**config.mk**
```make
export PLATFORM = sky130hd
export DESIGN_NAME = pito_uart_tx_sched
export DESIGN_NICKNAME = d
export VERILOG_FILES = /design/src/rtl/pito_pkg.sv /design/src/rtl/pito_sync_fifo.sv /design/src/rtl/pito_uart_tx_sched.sv
export SDC_FILE = /design/constraint.sdc
export NUM_CORES = 1
export LEC_CHECK = 0
export CAP_MARGIN = 20
export CORE_MARGIN = 1
export CORE_UTILIZATION = 60
export CTS_BUF_LIST = sky130_fd_sc_hd__clkbuf_2 sky130_fd_sc_hd__clkbuf_4 sky130_fd_sc_hd__clkbuf_8
export DETAILED_ROUTE_END_ITERATION = 10
export GPL_ROUTABILITY_DRIVEN = 0
export PLACE_DENSITY = 0.87
export SLEW_MARGIN = 20
export SYNTH_ARGS = -nofsm -noshare
export SYNTH_HDL_FRONTEND = slang
export SYNTH_SLANG_ARGS = --single-unit
```
**constraint.sdc**
```tcl
create_clock -name clk -period 4.35 [get_ports clk]
set_input_delay 0.87 -clock clk [delete_from_list [all_inputs] [get_ports clk]]
set_output_delay 0.87 -clock clk [all_outputs]
set_load 0.02 [all_outputs]
```
**src/rtl/pito_pkg.sv**
```systemverilog
// rtl/pito_pkg.sv - shared types and defaults for the pito SoC UART transmit path
package pito_pkg;

    typedef enum logic [1:0] {
        UTX_IDLE,
        UTX_LAUNCH,
        UTX_WAIT_BUSY,
        UTX_WAIT_DONE
    } uart_tx_state_t;

    localparam int PITO_UART_TX_FIFO_DEPTH = 8;
    localparam int PITO_UART_BUSY_TIMEOUT  = 16;

endpackage

```
**src/rtl/pito_sync_fifo.sv**
```systemverilog
// rtl/pito_sync_fifo.sv - single-clock circular FIFO with wrap-bit pointers and occupancy
module pito_sync_fifo #(
    parameter int WIDTH = 8,
    parameter int DEPTH = 8
) (
    input  logic                     clk,
    input  logic                     rst_n,
    input  logic                     clr,
    input  logic                     push,
    input  logic [WIDTH-1:0]         push_data,
    input  logic                     pop,
    output logic [WIDTH-1:0]         head_data,
    output logic                     full,
    output logic                     empty,
    output logic [$clog2(DEPTH):0]   level
);

    localparam int AW = $clog2(DEPTH);

    logic [AW:0]      wptr;
    logic [AW:0]      rptr;
    logic [WIDTH-1:0] mem [DEPTH];
    logic             do_push;
    logic             do_pop;

    // A push into a full FIFO is still legal when the head leaves in the same cycle.
    assign do_pop  = pop && !empty;
    assign do_push = push && (!full || do_pop);

    always_ff @(posedge clk or negedge rst_n) begin
        if (!rst_n) begin
            wptr <= '0;
            rptr <= '0;
        end else if (clr) begin
            wptr <= '0;
            rptr <= '0;
        end else begin
            if (do_push) wptr <= wptr + 1'b1;
            if (do_pop)  rptr <= rptr + 1'b1;
        end
    end

    always_ff @(posedge clk) begin
        if (do_push && !clr) mem[wptr[AW-1:0]] <= push_data;
    end

    assign head_data = mem[rptr[AW-1:0]];
    assign full      = (wptr[AW-1:0] == rptr[AW-1:0]) && (wptr[AW] != rptr[AW]);
    assign empty     = (wptr == rptr);
    assign level     = wptr - rptr;

endmodule

```
**src/rtl/pito_uart_tx_sched.sv**
```systemverilog
// rtl/pito_uart_tx_sched.sv - buffers core UART stores and paces them into pito_uart
module pito_uart_tx_sched
    import pito_pkg::*;
#(
    parameter int DEPTH        = PITO_UART_TX_FIFO_DEPTH,
    parameter int BUSY_TIMEOUT = PITO_UART_BUSY_TIMEOUT
) (
    input  logic                     clk,
    input  logic                     rst_n,
    input  logic                     wr_req,
    input  logic [7:0]               wr_data,
    input  logic                     flush,
    input  logic                     uart_busy,
    output logic                     uart_wr,
    output logic [7:0]               uart_tx_data,
    output logic                     full,
    output logic                     empty,
    output logic [$clog2(DEPTH):0]   level,
    output logic                     overflow,
    output logic                     timeout_err
);

    localparam int CW = $clog2(BUSY_TIMEOUT + 1);

    uart_tx_state_t state;
    uart_tx_state_t state_nxt;
    logic [CW-1:0]  tmo_cnt;
    logic [7:0]     head_data;
    logic           pop;
    logic           drop;
    logic           tmo_hit;

    assign pop     = (state == UTX_LAUNCH);
    assign uart_wr = pop;
    assign drop    = wr_req && full && !pop && !flush;
    assign tmo_hit = (state == UTX_WAIT_BUSY) && !uart_busy && (tmo_cnt == CW'(1));

    pito_sync_fifo #(
        .WIDTH (8),
        .DEPTH (DEPTH)
    ) u_fifo (
        .clk       (clk),
        .rst_n     (rst_n),
        .clr       (flush),
        .push      (wr_req),
        .push_data (wr_data),
        .pop       (pop),
        .head_data (head_data),
        .full      (full),
        .empty     (empty),
        .level     (level)
    );

    always_comb begin
        state_nxt = state;
        case (state)
            UTX_IDLE:      if (!empty && !uart_busy) state_nxt = UTX_LAUNCH;
            UTX_LAUNCH:    state_nxt = UTX_WAIT_BUSY;
            UTX_WAIT_BUSY: begin
                if (uart_busy)    state_nxt = UTX_WAIT_DONE;
                else if (tmo_hit) state_nxt = UTX_IDLE;
            end
            UTX_WAIT_DONE: if (!uart_busy) state_nxt = UTX_IDLE;
            default:       state_nxt = UTX_IDLE;
        endcase
    end

    // Flush only touches the queue and flags; a byte already handed to the UART runs to completion.
    always_ff @(posedge clk or negedge rst_n) begin
        if (!rst_n) begin
            state        <= UTX_IDLE;
            tmo_cnt      <= '0;
            uart_tx_data <= 8'h00;
            overflow     <= 1'b0;
            timeout_err  <= 1'b0;
        end else begin
            state <= state_nxt;
            if (state == UTX_LAUNCH)
                tmo_cnt <= CW'(BUSY_TIMEOUT);
            else if (state == UTX_WAIT_BUSY && tmo_cnt != '0)
                tmo_cnt <= tmo_cnt - 1'b1;
            if (state == UTX_IDLE && state_nxt == UTX_LAUNCH)
                uart_tx_data <= head_data;
            if (flush)     overflow <= 1'b0;
            else if (drop) overflow <= 1'b1;
            if (flush)        timeout_err <= 1'b0;
            else if (tmo_hit) timeout_err <= 1'b1;
        end
    end

endmodule

```
==> results of run 1 <==
==> how the worst min path moves through the flow <==
stage                             endpoint                        start  cells after the start
6_report       uart_tx_data[3]$_DFFE_PN0P_  uart_tx_data[3]$_DFFE_PN0P_                      2
5_1_grt        uart_tx_data[7]$_DFFE_PN0P_                        rst_n                      1
4_1_cts        uart_tx_data[3]$_DFFE_PN0P_  uart_tx_data[3]$_DFFE_PN0P_                      2
3_5_place_dp   uart_tx_data[3]$_DFFE_PN0P_  uart_tx_data[3]$_DFFE_PN0P_                      2
3_3_place_gp   uart_tx_data[3]$_DFFE_PN0P_  uart_tx_data[3]$_DFFE_PN0P_                      2
2_1_floorplan       tmo_cnt[4]$_DFFE_PN0P_       tmo_cnt[4]$_DFFE_PN0P_                      1
==> power by group <==
group          internal, mW  switching (mW)  leakage [nW]
clock                 0.223           0.323        0.0955
combinational         0.218           0.256         0.561
sequential            0.988          0.0571         0.902
==> final cells by class <==
type | count | area [um^2]
Timing Repair Buffer | 40 | 365
Clock inverter | 7 | 70.1
Multi-Input combinational cell | 121 | 1070
Fill cell | 390 | 1630
Tap cell | 75 | 93.8
Sequential cell | 89 | 2550
Inverter | 13 | 48.8
Clock buffer | 9 | 124
==> metrics by stage <==
stage	utilization	total power, mW
6_report	0.726	2.07
5_1_grt	0.726	2.17
4_1_cts	0.725	2.08
3_5_place_dp	0.692	1.54
3_3_place_gp	0.693	1.52
2_1_floorplan	-	1.36
==> worst max-delay path, stage by stage, from the launching register on <==
cell and delay [ps]:
dfrtp_1 700, inv_1 160, ha_1 370, nand3_1 230, nor2_1 200, clkdlybuf4s50_1 630
==> routing by layer <==
layer	routed length [um]	GRT usage	vias to the layer above
met5	0	0	-
met4	86	0.0875	0
met3	293	0.0557	11
met2	3060	0.338	56
met1	2950	0.311	1001
li1	-	-	968
==> cells by family (layout without fill, tap and decap cells) <==
group | after synthesis | in the layout
xor+xnor | 9 | 9
flops | 89 | 89
mux | 27 | 27
simple gates | 47 | 47
fa+ha+maj | 9 | 9
compound gates | 29 | 29
buf+inv | 22 | 69
==> state kept, by name, indices dropped and copies added (netlist names) <==
register,cells
uart_tx_data,8
u_fifo.wptr,4
u_fifo.rptr,4
tmo_cnt,5
overflow,1
state,2
u_fifo.mem,64
timeout_err,1
==> cells in the final DEF (no fill, tap or decap), types with 2 or more instances in the layout <==
cell type / instances
mux2i_1: 11
xnor2_1: 7
o211ai_1: 3
inv_1: 13
ha_1: 8
xor2_1: 2
o21ai_0: 14
buf_2: 2
nor3_1: 5
nand2_1: 13
nor4_1: 4
nand3_1: 6
clkbuf_8: 9
clkdlybuf4s50_1: 28
nor2_1: 12
inv_6: 3
o31ai_1: 2
or3_1: 2
buf_4: 10
dfrtp_1: 25
edfxtp_1: 64
a21oi_1: 4
mux4_2: 16
==> flow_summary_export.csv, run 1 <==
group,metric,value,unit
logic_synthesis,synthSimpleGateAreaFrac,0.0599,
timing,clock_skew,12.0,ps
logic_synthesis,synth_xor_area_frac,0.0212,
logic_synthesis,yosys.area.top_type,"edfxtp_1",
detailed_routing,vias_per_cell,5.75,
global_routing,grt_max_degree,26,
detailed_routing,drc,0,
timing,period_needed,3520,ps
timing,maxSlewHeadroom,0.343,
setup_path,crit_end,"full",
logic_synthesis,synth_seq_cells,89,
logic_synthesis,yosys.area_share.adder,0.0323,
setup_path,crit_type,"flop to output port",
cts,clockBufferDepth,2,
cells_and_area,final_cell_area,4320,um^2
floorplanning,core_area,5960,um^2
detailed_routing,initialDrtViolationCount,175,
detailed_routing,totalWireLength,6390,um
logic_synthesis,synth_cell_type_count,33,
setup_path,required,3480,ps
setup_path,worst-r2r-setup-slack,1610,ps
power_and_ir_drop,irDropWorstVdd,0.286,mV
timing,setup_tns,0,ps
detailed_routing,vias,2036,
logic_synthesis,yosysMostFrequentCell,"edfxtp_1",
logic_synthesis,yosysTopAreaCellShare,0.517,
cells_and_area,fin_cells,354,
cts,cts-hold-fix-buffers,0,
timing,rsz0062_at_grt,"false",
floorplanning,die_width,80.7,um
floorplanning,dieArea,6520,um^2
placed_design,port_buffers,29,
cells_and_area,area_growth,16.3,%
status,status,"complete, no violations",
cts,postCtsSetupBuffers,0,
logic_synthesis,syn-num-nets,254,
detailed_routing,wire_per_inst,18.0,um
logic_synthesis,synth_flop_cell,"edfxtp_1",
floorplanning,row_count,28,
global_routing,grt_overflow_total,0,
cells_and_area,n_antenna_cell,0,
cells_and_area,drive_gt1_frac,0.172,
timing,max_freq,284,MHz
timing,worst_slack,828,ps
cts,cts_tree,"yes",
cts,root_buffer,"clkbuf_8",
placed_design,dpl_cell_area,4120,um^2
setup_path,r2r-end,"u_fifo.mem[7][5]$_DFFE_PP_",
setup_path,start_kind,"flop",
floorplanning,pin_count,30,
timing,hold_violations,0,
global_routing,grt_pass1_vias,1994,
timing,max_slew.worst_pin.slew,981,ps
timing,slew_violations,0,
placed_design,dp_worst_setup_slack,1260,ps
detailed_routing,ant_nets,0,
floorplanning,initial_core_util,0.624,
power_and_ir_drop,pwr_density_cell,478,nW/um^2
cts,clkTransAtPathRegs,100,ps
timing,finalCritPeriodShare,0.810,
logic_synthesis,synth_warnings,0,
logic_synthesis,synth_edf_count,64,
global_routing,grt_use_total,0.222,
setup_path,r2r-start,"u_fifo.rptr[2]$_DFFE_PN0P_",
logic_synthesis,syn_inst,232,
cts,ctsResizeCount,0,
logic_synthesis,synth_common_cells,"edfxtp_1, dfrtp_1, mux4_2, o21ai_0",
logic_synthesis,async_reset_ff_frac,0.281,
logic_synthesis,synth_compound_area_frac,0.0488,
setup_path,critPathMaxFanout,10,
global_routing,grt_first_pass_wirelength,10100,um
detailed_routing,dr.pass1.iters,4,
setup_path,rr_worst_depth,7,
logic_synthesis,synth_area,3720,um^2
placed_design,place_hpwl,4350,um
logic_synthesis,yosys-top-cells-area,"edfxtp_1, dfrtp_1, mux4_2, mux2i_1, ha_1",
timing,setup_viol,0,
cts,clk_latency,370,ps
timing,fin_hold_ws,483,ps
placed_design,placed_cells,337,
cts,cts_buffers,9,
setup_path,arrival,2650,ps
run,cap_violations,0,
cells_and_area,nets,296,
worst_hold_path,hold_class,"flop to flop",
logic_synthesis,synth_top_family_by_area,"multiplexers",
cts,h-tree-depth,3,
logic_synthesis,synth.area.mux_share,0.127,
setup_path,cp-startpoint,"u_fifo.rptr[2]$_DFFE_PN0P_",
power_and_ir_drop,p_leak,1.56,nW
setup_path,worst_setup_path_end_kind,"output port",
cts,clock-sinks,89,
logic_synthesis,syn_avg_cell_area,16.0,um^2
logic_synthesis,ys_seq_area_frac,0.685,
floorplanning,die_h,80.7,um
global_routing,antenna_found_initial,0,
(Power assumes the default switching activity.)
==> run 2, diff against run 1 <==
clock period = 3.6 ns   (was 4.35 ns; I/O delays follow)
==> flow_summary_export.csv, run 2 (same netlist as run 1, synthesis figures left out) <==
group,metric,value,unit
cts,h-tree-depth,3,
detailed_routing,ant_nets,0,
setup_path,slowest_stage,"clkdlybuf4s50_1",
power_and_ir_drop,irDropWorstVdd,0.447,mV
setup_path,r2r-end,"u_fifo.mem[0][4]$_DFFE_PP_",
cts,postCtsSetupBuffers,0,
detailed_routing,wire_per_inst,19.2,um
timing,maxSlewHeadroom,0.624,
cells_and_area,final_cell_area,4370,um^2
timing,clock_skew,14.0,ps
global_routing,top_usage_layer,"met2",
global_routing,grt_overflow_total,0,
cts,clkTransAtPathRegs,90,ps
cts,clk_latency,350,ps
floorplanning,die_h,80.7,um
setup_path,rr_worst_depth,7,
setup_path,r2r-start,"u_fifo.wptr[0]$_DFFE_PN0P_",
cts,cts_buffers,9,
timing,max_slew.worst_pin.slew,564,ps
cells_and_area,multi_input_area,1070,um^2
floorplanning,initial_core_util,0.624,
detailed_routing,vias,2081,
setup_path,crit_family,"buffers and inverters",
cells_and_area,layout_commonest_cell,"edfxtp_1",
timing,rsz0062_at_grt,"false",
timing,hold_violations,0,
global_routing,grt_util_met2,0.375,
setup_path,crit_buf_inv,2,
cts,cts_tree,"yes",
setup_path,crit_type,"flop to output port",
timing,max_freq,333,MHz
cells_and_area,nFillCells,356,
setup_path,crit_cells,5,
timing,setup_tns,0,ps
detailed_routing,drc,0,
cells_and_area,final_cell_mix,"edfxtp_1, clkdlybuf4s50_1, dfrtp_1",
floorplanning,pin_count,30,
power_and_ir_drop,p_leak,1.58,nW
worst_hold_path,hold_class,"primary input to asynchronous set/reset pin",
setup_path,crit_path_cell_trace,"inv_1, ha_1, fa_1, xnor2_1, clkdlybuf4s50_1",
cts,clock-sinks,89,
setup_path,start_kind,"flop",
global_routing,grt_use_total,0.235,
detailed_routing,totalWireLength,6840,um
global_routing,grt_max_degree,26,
setup_path,worst_setup_path_end_kind,"output port",
setup_path,required,2880,ps
cts,clockBufferDepth,2,
placed_design,dpl_cell_area,4140,um^2
timing,slew_violations,0,
setup_path,critPathMaxFanout,9,
placed_design,place_hpwl,4310,um
timing,finalCritPeriodShare,0.833,
cells_and_area,n_antenna_cell,0,
power_and_ir_drop,pwr_density_cell,594,nW/um^2
timing,setup_viol,0,
cells_and_area,drive_gt1_frac,0.178,
global_routing,grt_util_met1,0.311,
setup_path,arrival,2280,ps
timing,fin_hold_ws,344,ps
detailed_routing,dr.pass1.iters,4,
floorplanning,core_area,5960,um^2
floorplanning,die_width,80.7,um
cells_and_area,final_util,0.733,
setup_path,critPathMaxStageDelay,610,ps
global_routing,use_met3,0.0568,
cells_and_area,nets,298,
global_routing,antenna_found_initial,0,
run,cap_violations,0,
floorplanning,dieArea,6520,um^2
cts,cts-hold-fix-buffers,0,
detailed_routing,initialDrtViolationCount,234,
cells_and_area,largest_reg_flops,64,
detailed_routing,vias_per_cell,5.85,
cells_and_area,area_growth,17.5,%
global_routing,grt_pass1_vias,2020,
setup_path,worst-r2r-setup-slack,1380,ps
floorplanning,row_count,28,
placed_design,port_buffers,29,
cells_and_area,register_area,2550,um^2
global_routing,grt_first_pass_wirelength,10500,um
timing,period_needed,3000,ps
status,status,"complete, no violations",
cts,ctsResizeCount,0,
cts,root_buffer,"clkbuf_8",
==> run 2: cell count changes in the layout (fill, tap and decap cells not counted), sizes merged <==
| cell | delta |
|---|---|
| buf | +1 |
| bufinv | +2 |
| clkbuf | +2 |
| inv | -3 |
==> run 2: through the flow <==
step	total power [mW]	worst slack [ps]	std cells
after floorplan	1.64	645	232
after global placement	1.84	990	339
after detailed placement	1.86	962	339
after CTS	2.61	579	355
after global routing	2.71	456	356
final	2.59	601	356
==> run 2: routing by layer <==
layer,routed length (um),part of all wire,vias up
li1,-,-,966
met1,2770,0.40,1035
met2,3530,0.52,71
met3,456,0.067,9
met4,83,0.012,0
met5,0,0,-
==> run 2: final cells by class <==
class / count / area share
tap: 75 / 0.0215
timing repair buffer: 42 / 0.0877
multi-input combinational: 121 / 0.246
sequential: 89 / 0.583
inverter: 13 / 0.0112
clock buffer: 10 / 0.0301
clock inverter: 6 / 0.0206
==> run 2: power by group <==
part / internal, mW / total [mW] / switching [mW] / leakage [nW]
clock: 0.401 / 0.747 / 0.346 / 0.110
combinational: 0.265 / 0.581 / 0.316 / 0.570
sequential: 1.19 / 1.27 / 0.0720 / 0.902
==> run 2: worst reg2reg max path: cells and delay by family, from the launching register on <==
family / cells / cell delay (ps)
DFF: 1 / 480
AOI/OAI and AO/OA: 1 / 110
and+or+nand+nor: 2 / 470
buffers and inverters: 3 / 550
adders and majority gates: 1 / 300
==> run 2: how the worst max path moves through the flow <==
| stage | from | end |
|---|---|---|
| 6_report | u_fifo.wptr[0]$_DFFE_PN0P_ | level[2] |
| 5_1_grt | u_fifo.wptr[0]$_DFFE_PN0P_ | level[2] |
| 4_1_cts | u_fifo.wptr[0]$_DFFE_PN0P_ | level[2] |
| 3_5_place_dp | u_fifo.wptr[0]$_DFFE_PN0P_ | level[2] |
| 3_3_place_gp | u_fifo.wptr[0]$_DFFE_PN0P_ | level[2] |
| 2_1_floorplan | u_fifo.rptr[2]$_DFFE_PN0P_ | u_fifo.mem[4][0]$_DFFE_PP_ |
==> run 3, diff against run 2 <==
clock period = 2.8 ns   (was 3.6 ns; I/O delays follow)
==> flow_summary_export.csv, run 3 (same netlist as run 1, synthesis figures left out) <==
group,metric,value,unit
cts,clkTransAtPathRegs,100,ps
power_and_ir_drop,irDropWorstVdd,0.477,mV
setup_path,slowest_stage,"clkdlybuf4s50_1",
setup_path,required,2240,ps
timing,hold_violations,0,
cells_and_area,final_cell_area,4370,um^2
floorplanning,core_area,5960,um^2
timing,period_needed,2700,ps
detailed_routing,wire_per_inst,19.5,um
cts,postCtsSetupBuffers,0,
placed_design,port_buffers,29,
cts,clock-sinks,89,
floorplanning,row_count,28,
cts,clockBufferDepth,2,
global_routing,grt_max_degree,26,
setup_path,start_kind,"flop",
setup_path,critPathMaxStageDelay,620,ps
run,cap_violations,0,
setup_path,crit_path_cell_trace,"inv_1, ha_1, nand3_1, nor2_1, clkdlybuf4s50_1",
cells_and_area,final_cell_mix,"edfxtp_1, clkdlybuf4s50_1, dfrtp_1",
timing,maxSlewHeadroom,0.636,
global_routing,grt_pass1_vias,2134,
timing,slew_violations,0,
global_routing,antenna_found_initial,0,
timing,finalCritPeriodShare,0.963,
status,status,"complete, no violations",
placed_design,dpl_cell_area,4180,um^2
cts,clk_latency,370,ps
worst_hold_path,hold_class,"flop to flop",
floorplanning,die_h,80.7,um
timing,clock_skew,16.4,ps
setup_path,r2r-start,"u_fifo.wptr[0]$_DFFE_PN0P_",
detailed_routing,ant_nets,0,
power_and_ir_drop,p_leak,1.61,nW
global_routing,grt_use_total,0.242,
cells_and_area,n_antenna_cell,0,
power_and_ir_drop,power_frac_comb,0.236,
setup_path,critPathMaxFanout,9,
power_and_ir_drop,power.switching,1.00,mW
cts,root_buffer,"clkbuf_8",
timing,rsz0062_at_grt,"false",
power_and_ir_drop,clkPwrFrac,0.261,
power_and_ir_drop,sw_frac_of_total,0.311,
timing,setup_viol,0,
cells_and_area,nets,302,
placed_design,place_hpwl,4750,um
cells_and_area,final_util,0.734,
power_and_ir_drop,pwr_density_cell,739,nW/um^2
timing,worst_slack,104,ps
cts,cts-hold-fix-buffers,0,
cts,cts_buffers,9,
setup_path,cp-startpoint,"u_fifo.wptr[0]$_DFFE_PN0P_",
detailed_routing,dr.pass1.iters,4,
placed_design,dp_worst_setup_slack,302,ps
floorplanning,initial_core_util,0.624,
setup_path,crit_type,"flop to output port",
timing,max_slew.worst_pin.slew,539,ps
floorplanning,dieArea,6520,um^2
detailed_routing,drc,0,
cells_and_area,drive_gt1_frac,0.189,
global_routing,grt_overflow_total,0,
setup_path,worst_setup_path_end_kind,"output port",
global_routing,grt_first_pass_wirelength,10800,um
power_and_ir_drop,p_seq_frac,0.503,
setup_path,r2r-end,"u_fifo.mem[7][4]$_DFFE_PP_",
power_and_ir_drop,internal-power,2.23,mW
cells_and_area,layout_commonest_cell,"edfxtp_1",
timing,max_freq,371,MHz
floorplanning,die_width,80.7,um
detailed_routing,vias_per_cell,5.79,
cells_and_area,largest_reg_flops,64,
cts,h-tree-depth,3,
setup_path,rr_worst_depth,8,
cells_and_area,area_growth,17.6,%
setup_path,worst-r2r-setup-slack,550,ps
detailed_routing,initialDrtViolationCount,220,
setup_path,crit_end,"full",
detailed_routing,vias,2086,
floorplanning,pin_count,30,
cts,cts_tree,"yes",
detailed_routing,totalWireLength,7000,um
setup_path,arrival,2140,ps
-- run 3: changes by cell type in the layout (fill, tap and decap cells not counted), moves of 2 or more --
| cell | before | now |
|---|---|---|
| buf_4 | 12 | 17 |
| bufinv_16 | 2 | 0 |
| clkbuf_4 | 2 | 0 |
| clkdlybuf4s50_1 | 28 | 26 |
| dlygate4sd2_1 | 0 | 2 |
| inv_6 | 1 | 3 |
| inv_8 | 0 | 2 |
-- run 3: how the worst min path moves through the flow --
stage	start	to	slack [ps]	cells after the start
detailed placement	uart_tx_data[2]$_DFFE_PN0P_	uart_tx_data[2]$_DFFE_PN0P_	480	2
global placement	uart_tx_data[7]$_DFFE_PN0P_	uart_tx_data[7]$_DFFE_PN0P_	460	2
global route	uart_tx_data[1]$_DFFE_PN0P_	uart_tx_data[1]$_DFFE_PN0P_	530	2
floorplan	rst_n	overflow$_DFFE_PN0P_	260	0
CTS	uart_tx_data[2]$_DFFE_PN0P_	uart_tx_data[2]$_DFFE_PN0P_	500	2
finish	uart_tx_data[2]$_DFFE_PN0P_	uart_tx_data[2]$_DFFE_PN0P_	490	2
-- run 3: per-stage QoR --
| step | total power, mW | hold WS [ps] | instances | TNS [ps] |
|---|---|---|---|---|
| floorplan | 2.11 | 264 | 232 | -4080 |
| global placement | 2.38 | 462 | 344 | 0 |
| detailed placement | 2.42 | 475 | 344 | 0 |
| CTS | 3.26 | 497 | 360 | 0 |
| global route | 3.39 | 533 | 360 | 0 |
| finish | 3.23 | 490 | 360 | 0 |
-- run 3: routing by layer --
layer | routed length, um | global-route usage | part of all wire
met3 | 363 | 0.0477 | 0.052
met4 | 146 | 0.146 | 0.021
met1 | 2760 | 0.290 | 0.39
met2 | 3730 | 0.406 | 0.53
met5 | 0 | 0 | 0
-- run 3: final cells by class --
type	count	area (um^2)
clock buffer	9	124
tap	75	93.8
inverter	13	48.8
multi-input combinational	121	1070
clock inverter	7	65.1
sequential	89	2550
fill	363	1580
timing repair buffer	46	418
-- run 3: timing repair --
| action | in CTS | in global routing |
|---|---|---|
| endpoints found under the hold margin | 0 | 0 |
| endpoints found under the setup margin | 3 | 1 |
| gates resized for setup | 3 | 1 |
-- run 3: critical path, delay by kind of cell (launching register included) --
kind	cells	cell delay (ps)
buf+inv	2	710
flops	1	450
simple gates	2	310
fa+ha+maj	1	300
-- run 3: power by group through the flow --
stage | Combinational (mW) | Sequential (mW) | Clock (mW)
3_3_place_gp | 0.733 | 1.65 | 0
4_1_cts | 0.769 | 1.63 | 0.859
2_1_floorplan | 0.410 | 1.70 | 0
5_1_grt | 0.837 | 1.64 | 0.911
6_report | 0.761 | 1.63 | 0.843
3_5_place_dp | 0.767 | 1.66 | 0
